[src/rtl/fifo_read_streamer_pkg.sv]
// Shared definitions for the FIFO read-side streamer. These defaults must track
// the async FIFO the streamer is attached to.
package fifo_read_streamer_pkg;

  localparam int DEF_DATA_WIDTH = 8;
  localparam int DEF_ADDR_WIDTH = 4;
  localparam int DEF_PKT_LEN    = 16;
  localparam int DEF_CNT_WIDTH  = 4;

  // FIFO RAM read latency in clk_read cycles. The credit check below and the
  // single inflight flop are built for exactly one cycle.
  localparam int RD_LAT = 1;

  typedef logic [1:0] occ_t;

  // Words the buffer will hold after this cycle if nothing new is issued:
  // current occupancy plus the word in flight, minus the word leaving.
  // Evaluated at 3 bits so occ=2 plus inflight=1 cannot wrap.
  function automatic logic [2:0] credit_sum(input occ_t occ, input logic inflight,
                                            input logic pop);
    return {1'b0, occ} + {2'b00, inflight} - {2'b00, pop};
  endfunction

endpackage

[src/rtl/fifo_read_streamer_skid.sv]
// Two-entry in-order buffer that absorbs the FIFO read latency. Head is the
// word presented downstream; tail holds the one word that can arrive while the
// head is stalled.
module stream_skid_buffer
  import fifo_read_streamer_pkg::*;
#(
  parameter int DATA_WIDTH = DEF_DATA_WIDTH
) (
  input  logic                  clk,
  input  logic                  rst_n,
  input  logic                  push,
  input  logic [DATA_WIDTH-1:0] push_data,
  input  logic                  pop,
  output logic [DATA_WIDTH-1:0] head,
  output occ_t                  occ,
  output logic                  valid
);

  logic [DATA_WIDTH-1:0] head_q, head_d;
  logic [DATA_WIDTH-1:0] tail_q, tail_d;
  occ_t                  occ_q, occ_d;

  // Next buffer contents from the push/pop combination.
  always_comb begin
    head_d = head_q;
    tail_d = tail_q;
    occ_d  = occ_q;
    case ({push, pop})
      2'b10: begin
        if (occ_q == 2'd0) head_d = push_data;
        else               tail_d = push_data;
        occ_d = occ_q + 2'd1;
      end
      2'b01: begin
        head_d = tail_q;
        occ_d  = occ_q - 2'd1;
      end
      2'b11: begin
        // Occupancy holds; the new word lands behind whatever remains.
        if (occ_q == 2'd2) begin
          head_d = tail_q;
          tail_d = push_data;
        end else begin
          head_d = push_data;
        end
      end
      default: ;
    endcase
  end

  // Buffer registers; reset empties the buffer and clears stale data.
  always_ff @(posedge clk or negedge rst_n) begin
    if (!rst_n) begin
      head_q <= '0;
      tail_q <= '0;
      occ_q  <= 2'd0;
    end else begin
      head_q <= head_d;
      tail_q <= tail_d;
      occ_q  <= occ_d;
    end
  end

  assign head  = head_q;
  assign occ   = occ_q;
  assign valid = (occ_q != 2'd0);

`ifndef SYNTHESIS
  // The read-issue credit check must never let the buffer overflow.
  always_ff @(posedge clk) begin
    if (rst_n) begin
      assert (occ_q <= 2'd2);
      assert (!(push && !pop && occ_q == 2'd2));
    end
  end
`endif

endmodule

[src/rtl/fifo_read_streamer.sv]
// Read-domain consumer for the async FIFO: issues reads against empty flag and
// buffer credit, absorbs the one-cycle RAM latency, and frames the output
// stream into PKT_LEN-beat packets.
module fifo_read_streamer
  import fifo_read_streamer_pkg::*;
#(
  parameter int DATA_WIDTH = DEF_DATA_WIDTH,
  parameter int PKT_LEN    = DEF_PKT_LEN,
  parameter int CNT_WIDTH  = DEF_CNT_WIDTH
) (
  input  logic                  clk_read,
  input  logic                  reset,
  input  logic                  enable,
  input  logic                  fifo_empty,
  input  logic [DATA_WIDTH-1:0] fifo_data,
  output logic                  Read_enable,
  output logic                  m_valid,
  input  logic                  m_ready,
  output logic [DATA_WIDTH-1:0] m_data,
  output logic                  m_last,
  output logic [CNT_WIDTH-1:0]  beat_count
);

  localparam logic [CNT_WIDTH-1:0] LAST_BEAT = CNT_WIDTH'(PKT_LEN - 1);

  logic                  inflight_q, inflight_d;
  logic [CNT_WIDTH-1:0]  cnt_q, cnt_d;
  logic                  pop;
  logic                  buf_valid;
  occ_t                  occ;
  logic [DATA_WIDTH-1:0] head;

  assign pop = m_valid & m_ready;

  // Issue a read only when the word can be guaranteed a buffer slot two
  // cycles out. Gating with reset keeps the strobe low while held in reset.
  always_comb begin
    Read_enable = reset & enable & ~fifo_empty &
                  (credit_sum(occ, inflight_q, pop) <= 3'd1);
    inflight_d  = Read_enable;
  end

  // Beat index within the packet; only advances on an accepted beat.
  always_comb begin
    cnt_d = cnt_q;
    if (pop) cnt_d = (cnt_q == LAST_BEAT) ? '0 : cnt_q + 1'b1;
  end

  // Inflight flag and beat counter; reset drops any word in flight.
  always_ff @(posedge clk_read or negedge reset) begin
    if (!reset) begin
      inflight_q <= 1'b0;
      cnt_q      <= '0;
    end else begin
      inflight_q <= inflight_d;
      cnt_q      <= cnt_d;
    end
  end

  stream_skid_buffer #(
    .DATA_WIDTH(DATA_WIDTH)
  ) u_skid (
    .clk      (clk_read),
    .rst_n    (reset),
    .push     (inflight_q),
    .push_data(fifo_data),
    .pop      (pop),
    .head     (head),
    .occ      (occ),
    .valid    (buf_valid)
  );

  assign m_valid    = buf_valid;
  assign m_data     = head;
  assign beat_count = cnt_q;
  assign m_last     = buf_valid & (cnt_q == LAST_BEAT);

endmodule
[config.mk]
export PLATFORM = sky130hd
export DESIGN_NAME = fifo_read_streamer
export DESIGN_NICKNAME = d
export VERILOG_FILES = /design/src/rtl/fifo_read_streamer_pkg.sv /design/src/rtl/fifo_read_streamer_skid.sv /design/src/rtl/fifo_read_streamer.sv
export SDC_FILE = /design/constraint.sdc
export NUM_CORES = 1
export LEC_CHECK = 0
export ABC_AREA = 1
export CORE_MARGIN = 2
export CORE_UTILIZATION = 51
export DETAILED_ROUTE_END_ITERATION = 6
export GPL_ROUTABILITY_DRIVEN = 0
export GPL_TIMING_DRIVEN = 0
export PLACE_DENSITY = 0.79
export SYNTH_ARGS = -nofsm -noshare
export SYNTH_HDL_FRONTEND = slang
export SYNTH_SLANG_ARGS = --single-unit
[constraint.sdc]
create_clock -name clk_read -period 2.4 [get_ports clk_read]
set_input_delay 0.24 -clock clk_read [delete_from_list [all_inputs] [get_ports clk_read]]
set_output_delay 0.24 -clock clk_read [all_outputs]
set_load 0.02 [all_outputs]
==> impl_metrics.json, run 1 <==
{
  "status": "complete, but fails checks",
  "violations": "negative setup slack",
  "post-place-cells": 231,
  "power_leakage_nw": 0.862,
  "crit_required_ns": 2.16,
  "startpoint_type": "flop",
  "clk_path_buf_depth": 2,
  "port-buffer-count": 27,
  "core_area_um2": 2520,
  "whs_ns": 0.477,
  "drv_cap": 0,
  "die_area_um2": 3150,
  "layout.nets": 232,
  "peakVddDrop_mv": 0.788,
  "arrival_ns": 2.27,
  "grt_usage": 0.233,
  "seq_area_frac_synth": 0.416,
  "worstMarginPinSlew_ns": 1.05,
  "drc_errors": 0,
  "grt_pass1_wl_mm": 5.78,
  "reg2reg_depth": 12,
  "grt_max_degree": 25,
  "clk_pin_slew_ns": 0.14,
  "intPower_mw": 1.16,
  "grt_pass1_vias": 1277,
  "p_clk_frac": 0.086,
  "hold_class": "input port to asynchronous set/reset pin",
  "rsz0062_at_grt": "true",
  "p_seq_frac": 0.324,
  "cts_tree": "built",
  "skew_ns": 0.00839,
  "path_max_fanout": 4,
  "synth_warnings": 0,
  "grt_overflow_total": 0,
  "start_util": 0.549,
  "row_count": 18,
  "synth_nets": 190,
  "timing.fmax_mhz": 398,
  "netlist_area_um2": 1380,
  "post-place-ws_ns": -0.769,
  "finalHoldViolCount": 0,
  "ctsHtreeMaxLevel": 1,
  "ys_async_sr_fraction": 1.00,
  "cts.sinks": 23,
  "synth_flop_cell": "dfrtp_1",
  "hold_buffers": 0,
  "area_growth_pct": 31.3,
  "initialDrtViolationCount": 57,
  "slew_violations": 0,
  "worstSetupEndpointType": "output port",
  "reg2reg_to": "inflight_q",
  "wl_mm": 3.36,
  "r2r_start": "u_skid.occ[0]",
  "final_cells": 245,
  "power.share.switching": 0.462,
  "synth_edf_count": 0,
  "clk_latency_ns": 0.31,
  "wl_per_cell_um": 13.7,
  "vias": 1328,
  "syn-instance-count": 174,
  "via_per_inst": 5.42,
  "slew-limit-headroom": 0.295,
  "cts_buffers": 3,
  "drt.antenna.violating_nets": 0,
  "die_width_um": 56.1,
  "drive_above_1_share": 0.200,
  "finalWorstSetupSlack_ns": -0.110,
  "combPwrFrac": 0.591,
  "antenna_found_initial": 0,
  "p_per_area_nw_per_um2": 1190,
  "synth.distinct_cells": 27,
  "postSynthAreaPerCell_um2": 7.95,
  "die_h_um": 56.1,
  "finalCriticalPeriod_ns": 2.51,
  "dp_hpwl_mm": 2.47,
  "regToRegSetupSlack_ns": 0.18,
  "fillers": 198,
  "drtPass1Iterations": 4,
  "antenna_cells": 0,
  "post_dp_cell_area_um2": 1700,
  "ios": 28,
  "root_buffer": "clkbuf_4",
  "period_share": 1.05,
  "switchingPower_mw": 0.998,
  "setup_viol_count_final": 1,
  "stdcell_area_um2": 1820,
  "critPathKind": "flop to output port",
  "ys_seq_elements": 23
}
placed cells by master (no fill, tap or decap):
cell type,Yosys,final
xor2_1,3,3
inv_2,1,2
nand2_4,2,2
nor3_1,1,1
nand4_1,7,7
dlygate4sd2_1,0,1
buf_4,0,11
ha_1,2,1
clkinv_1,1,1
fa_1,1,1
nor4_2,0,1
clkinvlp_4,0,1
clkbuf_4,0,3
nor2_2,1,1
o21ai_1,1,1
a21oi_1,7,7
nor2_4,2,2
o21ai_0,4,4
dfrtp_2,0,2
clkdlybuf4s50_1,0,25
nand3_1,19,19
or2_2,1,1
buf_12,1,1
nand2_2,4,5
dfrtp_1,23,21
inv_1,9,8
nand2_1,51,50
nor2_1,22,22
nand3_2,4,4
buf_2,1,1
ha_4,0,1
nand2_8,2,2
buf_6,1,1
inv_4,2,2
stage by stage:
stage	total power, mW	utilization	TNS (ns)
3_5_place_dp	1.90	0.673	-0.769
6_report	2.16	0.720	-0.110
5_1_grt	2.32	0.720	-0.232
2_1_floorplan	1.46	-	0
4_1_cts	2.17	0.725	-0.205
3_3_place_gp	1.83	0.673	-0.663
area by class of cell:
class / instances / area [µm²] / area share
Buffer: 3 / 36.3 / 0.0200
Clock buffer: 3 / 22.5 / 0.0124
Clock inverter: 1 / 7.51 / 0.00413
Inverter: 13 / 53.8 / 0.0296
Multi-Input combinational cell: 135 / 739 / 0.407
Sequential cell: 23 / 578 / 0.318
Tap cell: 30 / 37.5 / 0.0207
Timing Repair Buffer: 37 / 342 / 0.188
worst max-delay path: stages (launching register included):
cell	delay, ns
dfrtp_2	0.49
nor2_4	0.13
nand2_2	0.07
nand2_2	0.09
ha_4	0.13
inv_2	0.03
fa_1	0.48
inv_1	0.05
nor4_2	0.29
buf_4	0.20
synthesized netlist by cell type (all sizes together) (2+ instances only):
cell type  count  area, µm²
dfrtp         23        576
nand2         59        279
nand4          7       43.8
ha             2       25.0
xor2           3       26.3
nor2          25        111
nand3         23        135
inv           12       50.0
o21ai          5       25.0
buf            3       36.3
a21oi          7       35.0
routing by layer:
metal / vias to the layer above / part of all wire / GRT usage
met5: - / 0 / 0
met1: 617 / 0.42 / 0.308
li1: 647 / - / -
met3: 12 / 0.057 / 0.0302
met2: 52 / 0.50 / 0.395
met4: 0 / 0.020 / 0.0748
how the worst max path moves through the flow:
| stage | from | endpoint | slack [ns] |
|---|---|---|---|
| after floorplan | u_skid.occ[1] | Read_enable | 0.03 |
| after global placement | m_ready | Read_enable | -0.66 |
| after detailed placement | m_ready | Read_enable | -0.77 |
| after CTS | u_skid.occ[0] | Read_enable | -0.13 |
| after global routing | u_skid.occ[0] | Read_enable | -0.23 |
| final | u_skid.occ[0] | Read_enable | -0.11 |
flip-flops by register name (all words and copies together), names as in the netlist:
register       cells
beat_count         4
inflight_q         1
u_skid.head        8
u_skid.occ         2
u_skid.tail_q      8
repair_timing:
action,4_1_cts,5_1_grt
setup endpoints to repair,1,2
resized for setup,12,1
setup buffers,12,1
pin swaps,3,3
hold endpoints to repair,0,0
power groups by stage:
stage / clock network (mW) / logic, mW / registers (mW)
3_3_place_gp: 0 / 1.13 / 0.699
6_report: 0.185 / 1.28 / 0.700
2_1_floorplan: 0 / 0.649 / 0.814
3_5_place_dp: 0 / 1.18 / 0.720
4_1_cts: 0.190 / 1.28 / 0.700
5_1_grt: 0.209 / 1.39 / 0.724
cells by family (layout without fill, tap and decap cells):
group | Yosys count | count (layout) | share of synthesized area
simple gates | 117 | 117 | 0.424
flops | 23 | 23 | 0.416
buf+inv | 16 | 57 | 0.0651
compound gates | 12 | 12 | 0.0434
fa+ha+maj | 3 | 3 | 0.0325
xor+xnor | 3 | 3 | 0.0190
No activity file was read; power rests on OpenSTA's default activity.
==> inputs of run 2 (changes only) <==
--- a/config.mk
+++ b/config.mk
@@ -16,2 +16,3 @@
 export SYNTH_HDL_FRONTEND = slang
 export SYNTH_SLANG_ARGS = --single-unit
+export TNS_END_PERCENT = 10
==> constraint.sdc (replaced) <==
create_clock -name clk_read -period 2.4 [get_ports clk_read]
set_input_delay 0.48 -clock clk_read [delete_from_list [all_inputs] [get_ports clk_read]]
set_output_delay 0.48 -clock clk_read [all_outputs]
set_load 0.02 [all_outputs]
==> impl_metrics.json, run 2 (same netlist as run 1, synthesis figures left out) <==
{
  "die_area_um2": 3150,
  "grt_usage": 0.257,
  "violations": "negative setup slack",
  "power_leakage_nw": 0.881,
  "ctsHtreeMaxLevel": 1,
  "worstMarginPinSlew_ns": 1.09,
  "core_area_um2": 2520,
  "grt_max_degree": 25,
  "drv_cap": 0,
  "arrival_ns": 2.29,
  "r2r_start": "u_skid.occ[0]",
  "finalCriticalPeriod_ns": 2.77,
  "post-place-ws_ns": -1.20,
  "cp_slowest_cell": "fa_2",
  "rsz0062_at_grt": "true",
  "clk_path_buf_depth": 2,
  "cts_tree": "built",
  "fillers": 188,
  "finalHoldViolCount": 0,
  "crit_family": "adder cells",
  "area_growth_pct": 33.7,
  "startpoint_type": "flop",
  "initialDrtViolationCount": 76,
  "post-place-cells": 231,
  "drc_errors": 0,
  "p_per_area_nw_per_um2": 1230,
  "reg2reg_depth": 9,
  "skew_ns": 0.00402,
  "slew-limit-headroom": 0.270,
  "grt_overflow_total": 0,
  "die_width_um": 56.1,
  "peakVddDrop_mv": 0.952,
  "timing.fmax_mhz": 361,
  "root_buffer": "clkbuf_4",
  "layout.nets": 235,
  "hold_class": "input port to asynchronous set/reset pin",
  "drtPass1Iterations": 5,
  "antenna_found_initial": 0,
  "port-buffer-count": 27,
  "ios": 28,
  "worstSetupEndpointType": "output port",
  "layout_common_cells": "nand2_1 (50), clkdlybuf4s50_1 (24), nor2_1 (22)",
  "grt_pass1_wl_mm": 6.31,
  "clk_latency_ns": 0.33,
  "crit_chain": "nor2_4, nand2_2, nand2_2, ha_4, inv_2, fa_2, inv_2, nor4_4, buf_4",
  "vias": 1362,
  "wl_per_cell_um": 14.9,
  "fin_util": 0.734,
  "hold_buffers": 0,
  "crit_buf_inv": 3,
  "cts.sinks": 23,
  "reg2reg_to": "inflight_q",
  "drive_above_1_share": 0.229,
  "final_common_cell": "nand2_1",
  "row_count": 18,
  "regToRegSetupSlack_ns": 0.43,
  "antenna_cells": 0,
  "drt.antenna.violating_nets": 0,
  "max_stage_delay_ns": 0.53,
  "setup_viol_count_final": 1,
  "wl_mm": 3.71,
  "via_per_inst": 5.49,
  "final_cells": 248,
  "dp_hpwl_mm": 2.38,
  "die_h_um": 56.1,
  "slew_violations": 0,
  "path_max_fanout": 4,
  "start_util": 0.549,
  "status": "complete, but fails checks",
  "period_share": 1.15,
  "finalWorstSetupSlack_ns": -0.368,
  "clk_pin_slew_ns": 0.13,
  "cts_buffers": 3,
  "critPathKind": "flop to output port",
  "grt_pass1_vias": 1420,
  "crit_required_ns": 1.92
}
run 2: cell count changes in the layout (fill, tap and decap cells not counted):
cell and delta:
buf_4 +3, buf_2 +1, clkdlybuf4s50_1 -1, clkinv_2 +1, clkinvlp_4 -1, fa_1 -1, fa_2 +1, inv_1 -1
inv_2 +1, nor4_2 -1, nor4_4 +1, xor2_1 -1, xor2_2 +1
run 2: worst reg2reg max path, cell delays in order, from the launching register on:
cell	delay, ns
dfrtp_2	0.47
nor2_4	0.14
nand2_2	0.08
nand2_2	0.09
ha_4	0.13
inv_2	0.03
fa_2	0.53
inv_2	0.05
nor4_4	0.26
buf_4	0.15
run 2: cell type report:
class / count / area (µm²) / area share
timing repair buffer: 40 / 359 / 0.194
clock inverter: 1 / 5.00 / 0.00270
sequential: 23 / 578 / 0.312
clock buffer: 3 / 22.5 / 0.0122
inverter: 13 / 53.8 / 0.0291
multi-input combinational: 135 / 758 / 0.410
tap: 30 / 37.5 / 0.0203
buffer: 3 / 36.3 / 0.0196
run 2: stage by stage:
stage               area, µm²  power, mW  hold slack [ns]  setup TNS [ns]
global placement         1710       1.85            0.477           -1.26
global route             1850       2.43            0.521          -0.466
floorplan                1400       1.48            0.184         -0.0155
CTS                      1840       2.22            0.480          -0.302
detailed placement       1710       1.91            0.494           -1.39
finish                   1850       2.27            0.457          -0.368
run 2: worst max-delay path by stage:
stage,startpoint,endpoint,slack (ns),cells after the start
after detailed placement,m_ready,Read_enable,-1.20,10
after CTS,u_skid.occ[0],Read_enable,-0.30,9
after global routing,u_skid.occ[0],Read_enable,-0.47,9
after floorplan,u_skid.occ[1],Read_enable,-0.02,9
after global placement,m_ready,Read_enable,-1.14,11
final,u_skid.occ[0],Read_enable,-0.37,9
run 2: metal layers:
layer | GRT usage | vias to the layer above | routed length, µm | share of wire
li1 | - | 649 | - | -
met2 | 0.425 | 66 | 1810 | 0.49
met3 | 0.0605 | 18 | 268 | 0.072
met4 | 0.170 | 0 | 148 | 0.040
met1 | 0.294 | 629 | 1480 | 0.40
met5 | 0 | - | 0 | 0
run 2: power by group:
| group | internal [mW] | leakage, nW | total (mW) | switching (mW) |
|---|---|---|---|---|
| sequential | 0.559 | 0.279 | 0.690 | 0.131 |
| combinational | 0.586 | 0.584 | 1.39 | 0.801 |
| clock | 0.0626 | 0.0177 | 0.190 | 0.127 |
run 2: repair_timing:
| item | 4_1_cts | 5_1_grt |
|---|---|---|
| resized for setup | 17 | 1 |
| setup endpoints to repair | 1 | 1 |
| pin swaps | 5 | 4 |
| setup buffers | 11 | 2 |
==> RTL edit, RTL diff (flow settings as in run 1) <==
The package constant `DEF_DATA_WIDTH` goes from 8 to 7.
--- a/src/rtl/fifo_read_streamer_pkg.sv
+++ b/src/rtl/fifo_read_streamer_pkg.sv
@@ -2,7 +2,7 @@
 // the async FIFO the streamer is attached to.
 package fifo_read_streamer_pkg;
 
-  localparam int DEF_DATA_WIDTH = 8;
+  localparam int DEF_DATA_WIDTH = 7;
   localparam int DEF_ADDR_WIDTH = 4;
   localparam int DEF_PKT_LEN    = 16;
   localparam int DEF_CNT_WIDTH  = 4;
Ports: changed (resized fifo_data and m_data); port bits go from 28 to 26. The function was not compared with the original's and may differ.
==> RTL edit against run 1 <==
- the flow still finishes with violations (negative setup slack)
- sequential cell count down 2
- non-clock buffer count fell by 4
- final area is 11% lower
- first-iteration DRC count down 16%
- routed wire length fell by 6.5%
- clock power shrank 3%
- sequential power fell by 11%
- total power is 9.1% lower
- global-route usage grew 3.2 points
- synthesized cell count fell by 7.5%
- setup slack got worse by 0.056 ns
- hold slack got worse by 0.087 ns
- area after synthesis shrank 13%
- critical endpoint unchanged
- highest routed layer unchanged
==> RTL edit: results (changes against run 1) <==
outcome complete, but fails checks; failing checks negative setup slack; IO Port Bufs 24 (-11%); Final Setup Violations 1 (unchanged); Compound-Gate Fraction of Synth Area 5.02% (+0.68 points); M3 GR Usage 3.43% (+0.41 points); average via count per standard cell 5.38 (-0.82%); Clock Skew 0.00548 ns (-0.00292 ns); net count after synthesis 176 (-7.4%); Routed met1 length 1300 um (-8.3%); post-detail-place hpwl 2090 um (-15%); Global Route Usage Sum 26.5% (+3.2 points); setup tns final -0.166 ns (-0.0560 ns); Worst Hold Class input port to flop; routed length on met2 1640 um (-2.7%); Psw 900 uW (-9.8%); final worst slack -0.166 ns (-0.0560 ns); VDD IR max 0.777 mV (-1.4%); Setup Buffers After CTS 3 (-9); CP max stage cell fa_2; fillers 186 (-6.1%); share of post-route cells with drive strength above 1 17.2% (-2.8 points); met2 usage 47.3% (+7.8 points); WL/cell 13.9 um (+1.4%); commonest cells in the netlist nand2_1 (52), dfrtp_1 (21), nand3_1 (20); Synth Instances 161 (-7.5%); met1 usage 30.3% (-0.50 points); DR iter-0 viols 48 (-16%); largest net degree at the start of global routing 23 (-8.0%); routed wl met3 137 um (-28%); CTS resizes 13 (+1); Relative slew margins 32.3% (+2.9 points); ranking of synthesized cells by area dfrtp_1 (44%), nand2_1 (16%), nand3_1 (8.4%), nor2_1 (6.0%), inv_1 (3.8%); slowest cell delay on critical path 0.53 ns (+0.04 ns); Leak Pwr 0.787 nW (-8.7%); worst hold slack 0.390 ns (-0.0872 ns); Post-Route WL 3140 um (-6.5%); Placed Instances 213 (-7.8%)
==> RTL edit: cell count changes after synthesis, sizes merged, moves of 2 or more <==
cell,delta
nand4,-2
nand2,-4
nand3,-2
dfrtp,-2
nor2,-5
==> RTL edit: layout make-up <==
| cell class | count | area, um^2 | share of cell area [%] |
|---|---|---|---|
| Buffer | 3 | 26.3 | 1.63 |
| Clock buffer | 3 | 22.5 | 1.40 |
| Clock inverter | 1 | 5.00 | 0.310 |
| Inverter | 14 | 52.6 | 3.26 |
| Multi-Input combinational cell | 123 | 641 | 39.7 |
| Sequential cell | 21 | 527 | 32.6 |
| Tap cell | 28 | 35.0 | 2.17 |
| Timing Repair Buffer | 33 | 305 | 18.9 |
==> RTL edit: power by group through the flow <==
stage                     Combinational (mW)  Sequential, mW  Clock [mW]
after global routing                    1.28           0.639       0.205
final                                   1.16           0.622       0.180
after CTS                               1.10           0.616       0.187
after global placement                 0.969           0.628           0
after detailed placement                1.00           0.633           0
after floorplan                        0.516           0.736           0
